$ cat config.mk
export PLATFORM = sky130hd
export DESIGN_NAME = cipher_frame_rx
export DESIGN_NICKNAME = d
export VERILOG_FILES = /design/src/rtl/cipher_frame_rx.sv
export SDC_FILE = /design/constraint.sdc
export NUM_CORES = 1
export LEC_CHECK = 0
export ABC_AREA = 0
export BUFFER_PORTS_ARGS = -buffer_cell sky130_fd_sc_hd__clkbuf_2
export CAP_MARGIN = 20
export CORE_MARGIN = 1.5
export CORE_UTILIZATION = 55
export DETAILED_ROUTE_END_ITERATION = 6
export GPL_TIMING_DRIVEN = 0
export PLACE_DENSITY_LB_ADDON = 0.1
export RECOVER_POWER = 50
export SYNTH_ARGS = -nofsm -noshare
export SYNTH_HDL_FRONTEND = slang
export SYNTH_SLANG_ARGS = --single-unit
$ cat constraint.sdc
create_clock -name clk -period 2.95 [get_ports clk]
set_clock_uncertainty 0.2 [all_clocks]
set_input_delay 0.1475 -clock clk [delete_from_list [all_inputs] [get_ports clk]]
set_output_delay 0.1475 -clock clk [all_outputs]
set_load 0.005 [all_outputs]
$ cat src/rtl/cipher_frame_rx.sv
// UART 8N1 receiver that pairs two bytes (key, ciphertext) into one frame for the decrypt stage.
// Handles false starts, bad stop bits and a pending-key timeout.
module cipher_frame_rx #(
  parameter int unsigned CLKS_PER_BIT = 1250,
  parameter int unsigned TIMEOUT_BITS = 20
) (
  input  logic       clk,
  input  logic       rst_n,
  input  logic       rx,
  output logic [7:0] key_out,
  output logic [7:0] data_out,
  output logic       frame_valid,
  output logic       frame_err,
  output logic       timeout,
  output logic       busy
);

  localparam int unsigned HalfBit  = CLKS_PER_BIT / 2 - 1;
  localparam int unsigned TmoLimit = TIMEOUT_BITS * CLKS_PER_BIT;
  localparam int unsigned CntW     = $clog2(CLKS_PER_BIT);
  localparam int unsigned TmoW     = $clog2(TmoLimit);

  typedef enum logic [2:0] {
    StIdle,
    StStart,
    StData,
    StStop,
    StRecover
  } state_e;

  state_e          state;
  logic            rx_meta;
  logic            rxs;
  logic [CntW-1:0] clk_cnt;
  logic [2:0]      bit_idx;
  logic [7:0]      shreg;
  logic [7:0]      held_key;
  logic            slot;
  logic [TmoW-1:0] tmo_cnt;

  logic bit_done;
  logic half_done;
  logic tmo_expire;

  assign bit_done   = (clk_cnt == CntW'(CLKS_PER_BIT - 1));
  assign half_done  = (clk_cnt == CntW'(HalfBit));
  assign tmo_expire = (tmo_cnt == TmoW'(TmoLimit - 1));

  assign busy = (state != StIdle) || slot;

  always_ff @(posedge clk) begin
    if (!rst_n) begin
      state       <= StIdle;
      rx_meta     <= 1'b1;
      rxs         <= 1'b1;
      clk_cnt     <= '0;
      bit_idx     <= '0;
      shreg       <= '0;
      held_key    <= '0;
      slot        <= 1'b0;
      tmo_cnt     <= '0;
      key_out     <= '0;
      data_out    <= '0;
      frame_valid <= 1'b0;
      frame_err   <= 1'b0;
      timeout     <= 1'b0;
    end else begin
      rx_meta     <= rx;
      rxs         <= rx_meta;
      frame_valid <= 1'b0;
      frame_err   <= 1'b0;
      timeout     <= 1'b0;

      unique case (state)
        StIdle: begin
          // Expiry and a start edge in the same cycle: expiry wins and the
          // incoming byte becomes a fresh key because slot is cleared here.
          if (slot) begin
            if (tmo_expire) begin
              timeout <= 1'b1;
              slot    <= 1'b0;
              tmo_cnt <= '0;
            end else begin
              tmo_cnt <= tmo_cnt + 1'b1;
            end
          end
          if (!rxs) begin
            state   <= StStart;
            clk_cnt <= '0;
          end
        end

        StStart: begin
          if (half_done) begin
            clk_cnt <= '0;
            if (!rxs) begin
              state   <= StData;
              bit_idx <= '0;
              tmo_cnt <= '0;
            end else begin
              state <= StIdle;
            end
          end else begin
            clk_cnt <= clk_cnt + 1'b1;
          end
        end

        StData: begin
          if (bit_done) begin
            clk_cnt <= '0;
            shreg   <= {rxs, shreg[7:1]};
            bit_idx <= bit_idx + 1'b1;
            if (bit_idx == 3'd7) begin
              state <= StStop;
            end
          end else begin
            clk_cnt <= clk_cnt + 1'b1;
          end
        end

        StStop: begin
          if (bit_done) begin
            clk_cnt <= '0;
            if (rxs) begin
              state <= StIdle;
              if (slot) begin
                key_out     <= held_key;
                data_out    <= shreg;
                frame_valid <= 1'b1;
                slot        <= 1'b0;
              end else begin
                held_key <= shreg;
                slot     <= 1'b1;
                tmo_cnt  <= '0;
              end
            end else begin
              frame_err <= 1'b1;
              slot      <= 1'b0;
              held_key  <= '0;
              state     <= StRecover;
            end
          end else begin
            clk_cnt <= clk_cnt + 1'b1;
          end
        end

        StRecover: begin
          // Hold off until the line returns high so a break is not taken as a start bit.
          if (rxs) begin
            state <= StIdle;
          end
        end

        default: state <= StIdle;
      endcase
    end
  end

endmodule
==> impl_metrics.tcl, run 1 <==
set metrics [dict create \
    core_area_mm2 0.00596 \
    yosysMostFrequentCell "dfxtp_1" \
    synth_seq_area_share_pct 41.2 \
    overflow 0 \
    dp_worst_setup_slack_ns 0.356 \
    grt_pass1_vias 2619 \
    die_y_um 81.7 \
    synth_area_mm2 0.00340 \
    ff2ff_path_depth 6 \
    antenna_cells 0 \
    start_util_pct 57.1 \
    p_leak_uw 0.00117 \
    synth_edf_count 0 \
    worstSetupPathType "flip-flop to flip-flop" \
    yosys.area.top_type "dfxtp_1" \
    max_freq_mhz 381 \
    routed_wl_um 7590 \
    status "completed" \
    post_drt_wl_per_cell_um 15.4 \
    numCtsBuffers 9 \
    grt_util_all_layers_pct 24.9 \
    drv_slew 0 \
    clkLatencyLatePin_ns 0.35 \
    drive_gt1_share_pct 10.3 \
    io_pins 23 \
    dp_hpwl_um 5340 \
    finalNetCount 423 \
    synth_warnings 0 \
    crit_path_start_kind "flip-flop" \
    drc 0 \
    floorplan.die_area_mm2 0.00667 \
    hp-start "rx_meta$_SDFF_PN1_" \
    cts_resized 0 \
    via_per_inst 5.91 \
    setup-violations-final 0 \
    setup_slack_ns 0.323 \
    antenna_found_initial 0 \
    fillers 525 \
    period_share_pct 89.1 \
    ant_nets 0 \
    netlist_instances 379 \
    ys_types 58 \
    power.total_uw 1780 \
    path_clk_slew_ns 0.07 \
    post_cts_buffers 0 \
    die_w_um 81.7 \
    detailedRoute.firstPassIterationCount 4 \
    drtIter0Drc 165 \
    cp-end-kind "flip-flop" \
    arrival_ns 2.66 \
    placed_area_mm2 0.00361 \
    cts.sinks 70 \
    synth_top_cell_area_share_pct 41.2 \
    whs_endpoint "rxs$_SDFF_PN1_" \
    crit_fanout 10 \
    synth_nets 388 \
    r2r-end "tmo_cnt[13]$_SDFFE_PN0P_" \
    cts_tree "built" \
    vdd_drop_max_v 0.000393 \
    cts-root-buf "clkbuf_8" \
    cap_viol_max_count 0 \
    worstPathRequired_ns 2.98 \
    area_growth_pct 11.2 \
    synthTopCellsByCount "dfxtp_1, nand2_1, nand3_1" \
    async_flop_share_pct 0 \
    fin_setup_tns_ns 0 \
    hold_path.class "flip-flop to flip-flop" \
    gp_congestion 0.873 \
    io_buffer_count 22 \
    grt_pass1_wl_um 12500 \
    grt_max_degree 13 \
    reg2reg_slack_ns 0.32 \
    syn_avg_cell_area_um2 8.98 \
    ys_seq_elements 70 \
    synthTopCellsByArea "dfxtp_1, mux2i_1, nor2b_1, nand3_1, nand2_1" \
    fin_area_mm2 0.00378 \
    grt_setup_unrepaired "false" \
    relSlewSlack_pct 53.7 \
    hold_viol_final 0 \
    htree_levels 3 \
    num_rows 28 \
    cts_buffer_depth 2 \
    ys.flop_type "dfxtp_1" \
    r2r_start "tmo_cnt[3]$_SDFFE_PN0P_" \
    worst_pin_slew_ns 0.695 \
    via_count 2918 \
    finalCriticalPeriod_ns 2.63 \
    hold_path_depth 1 \
    p_per_area_mw_per_mm2 470 \
]
==> placed cells by master (no fill, tap or decap), types with 4 or more instances in the layout <==
cell type   n
o21ai_1     4
o22ai_1     5
inv_1      13
nor2_1     12
nand3_1    32
nand2b_1    5
nor4_1      4
clkbuf_8    9
a31oi_1     6
nor3_1      9
dfxtp_1    70
o311ai_1    5
clkbuf_2   14
a21boi_1   10
a21oi_1     6
nor2b_1    26
mux2i_1    24
or2_2       4
o211ai_1    8
ha_1        6
or3_1       4
and2_1      4
nand2_1    38
nand4_1    10
or4_1       4
clkbuf_1   27
==> power by group <==
| group | leakage [µW] | switching (µW) | total, µW | internal (µW) |
|---|---|---|---|---|
| clock network | 0.0000935 | 374 | 767 | 393 |
| registers | 0.000564 | 0.939 | 947 | 946 |
| logic | 0.000517 | 44.1 | 66.2 | 22.1 |
| total | 0.00117 | 419 | 1780 | 1360 |
==> how the worst max path moves through the flow <==
| stage | cells after the start | end | slack [ns] | from |
|---|---|---|---|---|
| CTS | 6 | tmo_cnt[13]$_SDFFE_PN0P_ | 0.35 | tmo_cnt[3]$_SDFFE_PN0P_ |
| floorplan | 9 | data_out[0]$_SDFFE_PN0P_ | 0.67 | clk_cnt[0]$_SDFFE_PN0P_ |
| global route | 8 | shreg[2]$_SDFFE_PN0P_ | 0.15 | clk_cnt[0]$_SDFFE_PN0P_ |
| detailed placement | 6 | tmo_cnt[13]$_SDFFE_PN0P_ | 0.36 | tmo_cnt[3]$_SDFFE_PN0P_ |
| global placement | 6 | tmo_cnt[13]$_SDFFE_PN0P_ | 0.38 | tmo_cnt[3]$_SDFFE_PN0P_ |
| finish | 6 | tmo_cnt[13]$_SDFFE_PN0P_ | 0.32 | tmo_cnt[3]$_SDFFE_PN0P_ |
==> layout make-up <==
class | instances | area [µm²] | area share, %
Buffer | 24 | 115 | 3.04
Clock buffer | 11 | 131 | 3.47
Clock inverter | 5 | 60.1 | 1.59
Inverter | 13 | 48.8 | 1.29
Multi-Input combinational cell | 272 | 1810 | 47.9
Sequential cell | 70 | 1400 | 37.0
Tap cell | 75 | 93.8 | 2.48
Timing Repair Buffer | 24 | 119 | 3.14
==> per-stage QoR <==
stage | utilization, % | hold WS [ns] | instances
finish | 63.5 | 0.210 | 494
global route | 63.5 | 0.236 | 494
CTS | 64.1 | 0.214 | 494
detailed placement | 60.6 | 0.133 | 476
global placement | 60.6 | 0.141 | 476
floorplan | - | 0.0490 | 379
==> routing by layer <==
metal / wire [µm] / global-route usage (%) / vias to the layer above / part of all wire, %
li1: - / - / 1461 / -
met1: 3880 / 34.2 / 1388 / 51
met2: 3310 / 38.2 / 56 / 44
met3: 269 / 4.56 / 13 / 3.5
met4: 140 / 10.7 / 0 / 1.8
met5: 0 / 0 / - / 0
==> registers in the layout, indices dropped and copies added, names as in the netlist, 3 cells and up <==
name      cells
tmo_cnt      15
clk_cnt      11
data_out      8
held_key      8
key_out       8
shreg         8
bit_idx       3
state         3
==> kinds of logic after synthesis <==
family | synth area share [%]
adder cells (fa/ha/maj) | 2.21
buffers and inverters | 4.89
AO/OA/AOI/OAI | 15.7
multiplexers | 7.06
AND/OR/NAND/NOR | 29.0
flip-flops | 41.2
==> critical path, cell delays in order (launching register included) <==
cell,delay (ns)
dfxtp_1,0.39
or4_1,0.62
nor4_2,0.55
nor3b_1,0.13
clkbuf_1,0.25
a32oi_1,0.27
o31ai_1,0.10
==> timing repair <==
action                                 4_1_cts  5_1_grt
endpoints found under the hold margin        4        0
hold buffers                                 2        0
setup endpoints to repair                    0        0
(Power assumes the default switching activity.)
==> run 2, diff against run 1 <==
- HOLD_SLACK_MARGIN: not set -> 0.05
- SETUP_SLACK_MARGIN: not set -> 0.4
==> impl_metrics.tcl, run 2 (synthesis results as in run 1) <==
set metrics [dict create \
    grt_setup_unrepaired "false" \
    cp_num_buf_inv 1 \
    ant_nets 0 \
    max_freq_mhz 383 \
    swShare_pct 23.9 \
    numCtsBuffers 9 \
    power.net_switching_uw 427 \
    fin_setup_tns_ns 0 \
    p_int_uw 1360 \
    final_common_cell "dfxtp_1" \
    slowest_delay_ns 0.63 \
    die_w_um 81.7 \
    relSlewSlack_pct 51.1 \
    io_buffer_count 22 \
    hold_viol_final 0 \
    largest_reg_flops 15 \
    die_y_um 81.7 \
    drtIter0Drc 238 \
    start_util_pct 57.1 \
    overflow 0 \
    cts_buffer_depth 2 \
    cts-root-buf "clkbuf_8" \
    placedCellCount 476 \
    crit_path_start_kind "flip-flop" \
    p_leak_uw 0.00120 \
    crit_path_top_delay_cell "or4b_1" \
    antenna_found_initial 0 \
    routed-wl-met3_um 312 \
    cts_tree "built" \
    routed_wl_um 7730 \
    detailedRoute.firstPassIterationCount 4 \
    comb_power_share_pct 3.7 \
    finalCriticalPeriod_ns 2.61 \
    grt_util_all_layers_pct 24.9 \
    antenna_cells 0 \
    fin_area_mm2 0.00382 \
    regMostFlops "tmo_cnt" \
    grt_pass1_vias 2631 \
    power.total_uw 1790 \
    gp_congestion 0.873 \
    crit_fanout 9 \
    finalHoldWorstSlack_ns 0.210 \
    clkLatencyLatePin_ns 0.36 \
    num_rows 28 \
    vdd_drop_max_v 0.000393 \
    drc 0 \
    cap_viol_max_count 0 \
    drv_slew 0 \
    core_area_mm2 0.00596 \
    cp-end-kind "flip-flop" \
    period_share_pct 88.5 \
    htree_levels 3 \
    stdcell_count 498 \
    floorplan.die_area_mm2 0.00667 \
    layout_common_cells "dfxtp_1, nand2_1, nand3_1, clkbuf_1, nor2b_1" \
    via_per_inst 5.86 \
    worstPathRequired_ns 3.04 \
    grt_max_degree 13 \
    grt_pass1_wl_um 12600 \
    wl_met1_um 3900 \
    crit_chain "buf_2, or3b_2, a31oi_1, nand4_1, or4b_1, a21boi_1" \
    via_count 2918 \
    path_clk_slew_ns 0.07 \
    power_frac_clock_pct 43.3 \
    setup-violations-final 0 \
    cpLargestDelayFamily "simple AND/OR/NAND/NOR gates" \
    status "completed" \
    worstSetupPathType "flip-flop to flip-flop" \
    p_seq_share_pct 53.0 \
    p_per_area_mw_per_mm2 467 \
    hold_path.class "flip-flop to flip-flop" \
    arrival_ns 2.70 \
    reg.largest.list "tmo_cnt: 15 flops, clk_cnt: 11 flops" \
    area_growth_pct 12.4 \
    worst_pin_slew_ns 0.733 \
    finalNetCount 427 \
    placed_area_mm2 0.00361 \
    io_pins 23 \
    post_drt_wl_per_cell_um 15.5 \
    met2_length_um 3380 \
    drive_gt1_share_pct 11.3 \
    routed.top_layer "met4" \
    dp_hpwl_um 5340 \
    cts.sinks 70 \
]
-- run 2: power groups by stage --
| stage | combinational [µW] | clock [µW] | sequential (µW) |
|---|---|---|---|
| final | 66.8 | 774 | 947 |
| after floorplan | 44.5 | 0 | 969 |
| after CTS | 66.9 | 780 | 947 |
| after global routing | 73.4 | 815 | 947 |
| after global placement | 64.2 | 0 | 969 |
| after detailed placement | 64.5 | 0 | 969 |
-- run 2: path summary, 6_finish.rpt --
path | cells past startpoint | to | slack [ns] | from
worst max register to register | 6 | tmo_cnt[1]$_SDFFE_PN0P_ | 0.34 | rxs$_SDFF_PN1_
worst min-delay path | 1 | rxs$_SDFF_PN1_ | 0.21 | rx_meta$_SDFF_PN1_
worst min register to register | 1 | rxs$_SDFF_PN1_ | 0.21 | rx_meta$_SDFF_PN1_
worst max-delay path | 6 | tmo_cnt[1]$_SDFFE_PN0P_ | 0.34 | rxs$_SDFF_PN1_
-- run 2: stage by stage --
| stage | setup slack [ns] | util [%] |
|---|---|---|
| after floorplan | 0.669 | - |
| after global placement | 0.385 | 60.6 |
| after detailed placement | 0.356 | 60.6 |
| after CTS | 0.453 | 64.3 |
| after global routing | 0.225 | 64.2 |
| final | 0.339 | 64.2 |
-- run 2: routing by layer --
layer	vias to the layer above	global-route usage, %
li1	1469	-
met1	1360	34.2
met2	75	38.3
met3	14	4.56
met4	0	10.7
met5	-	0
-- run 2: cell type report --
cell class,instances,area (µm²)
Fill cell,525,2130
Inverter,13,48.8
Buffer,24,113
Tap cell,75,93.8
Clock inverter,5,60.1
Clock buffer,11,131
Sequential cell,70,1400
Timing Repair Buffer,28,149
Multi-Input combinational cell,272,1830
-- run 2: what timing repair did --
item	in CTS	in global routing
gates resized for setup	2	7
hold endpoints to repair	4	0
pin swaps	0	1
setup endpoints to repair	4	33
hold buffers	2	0
buffers inserted	0	4
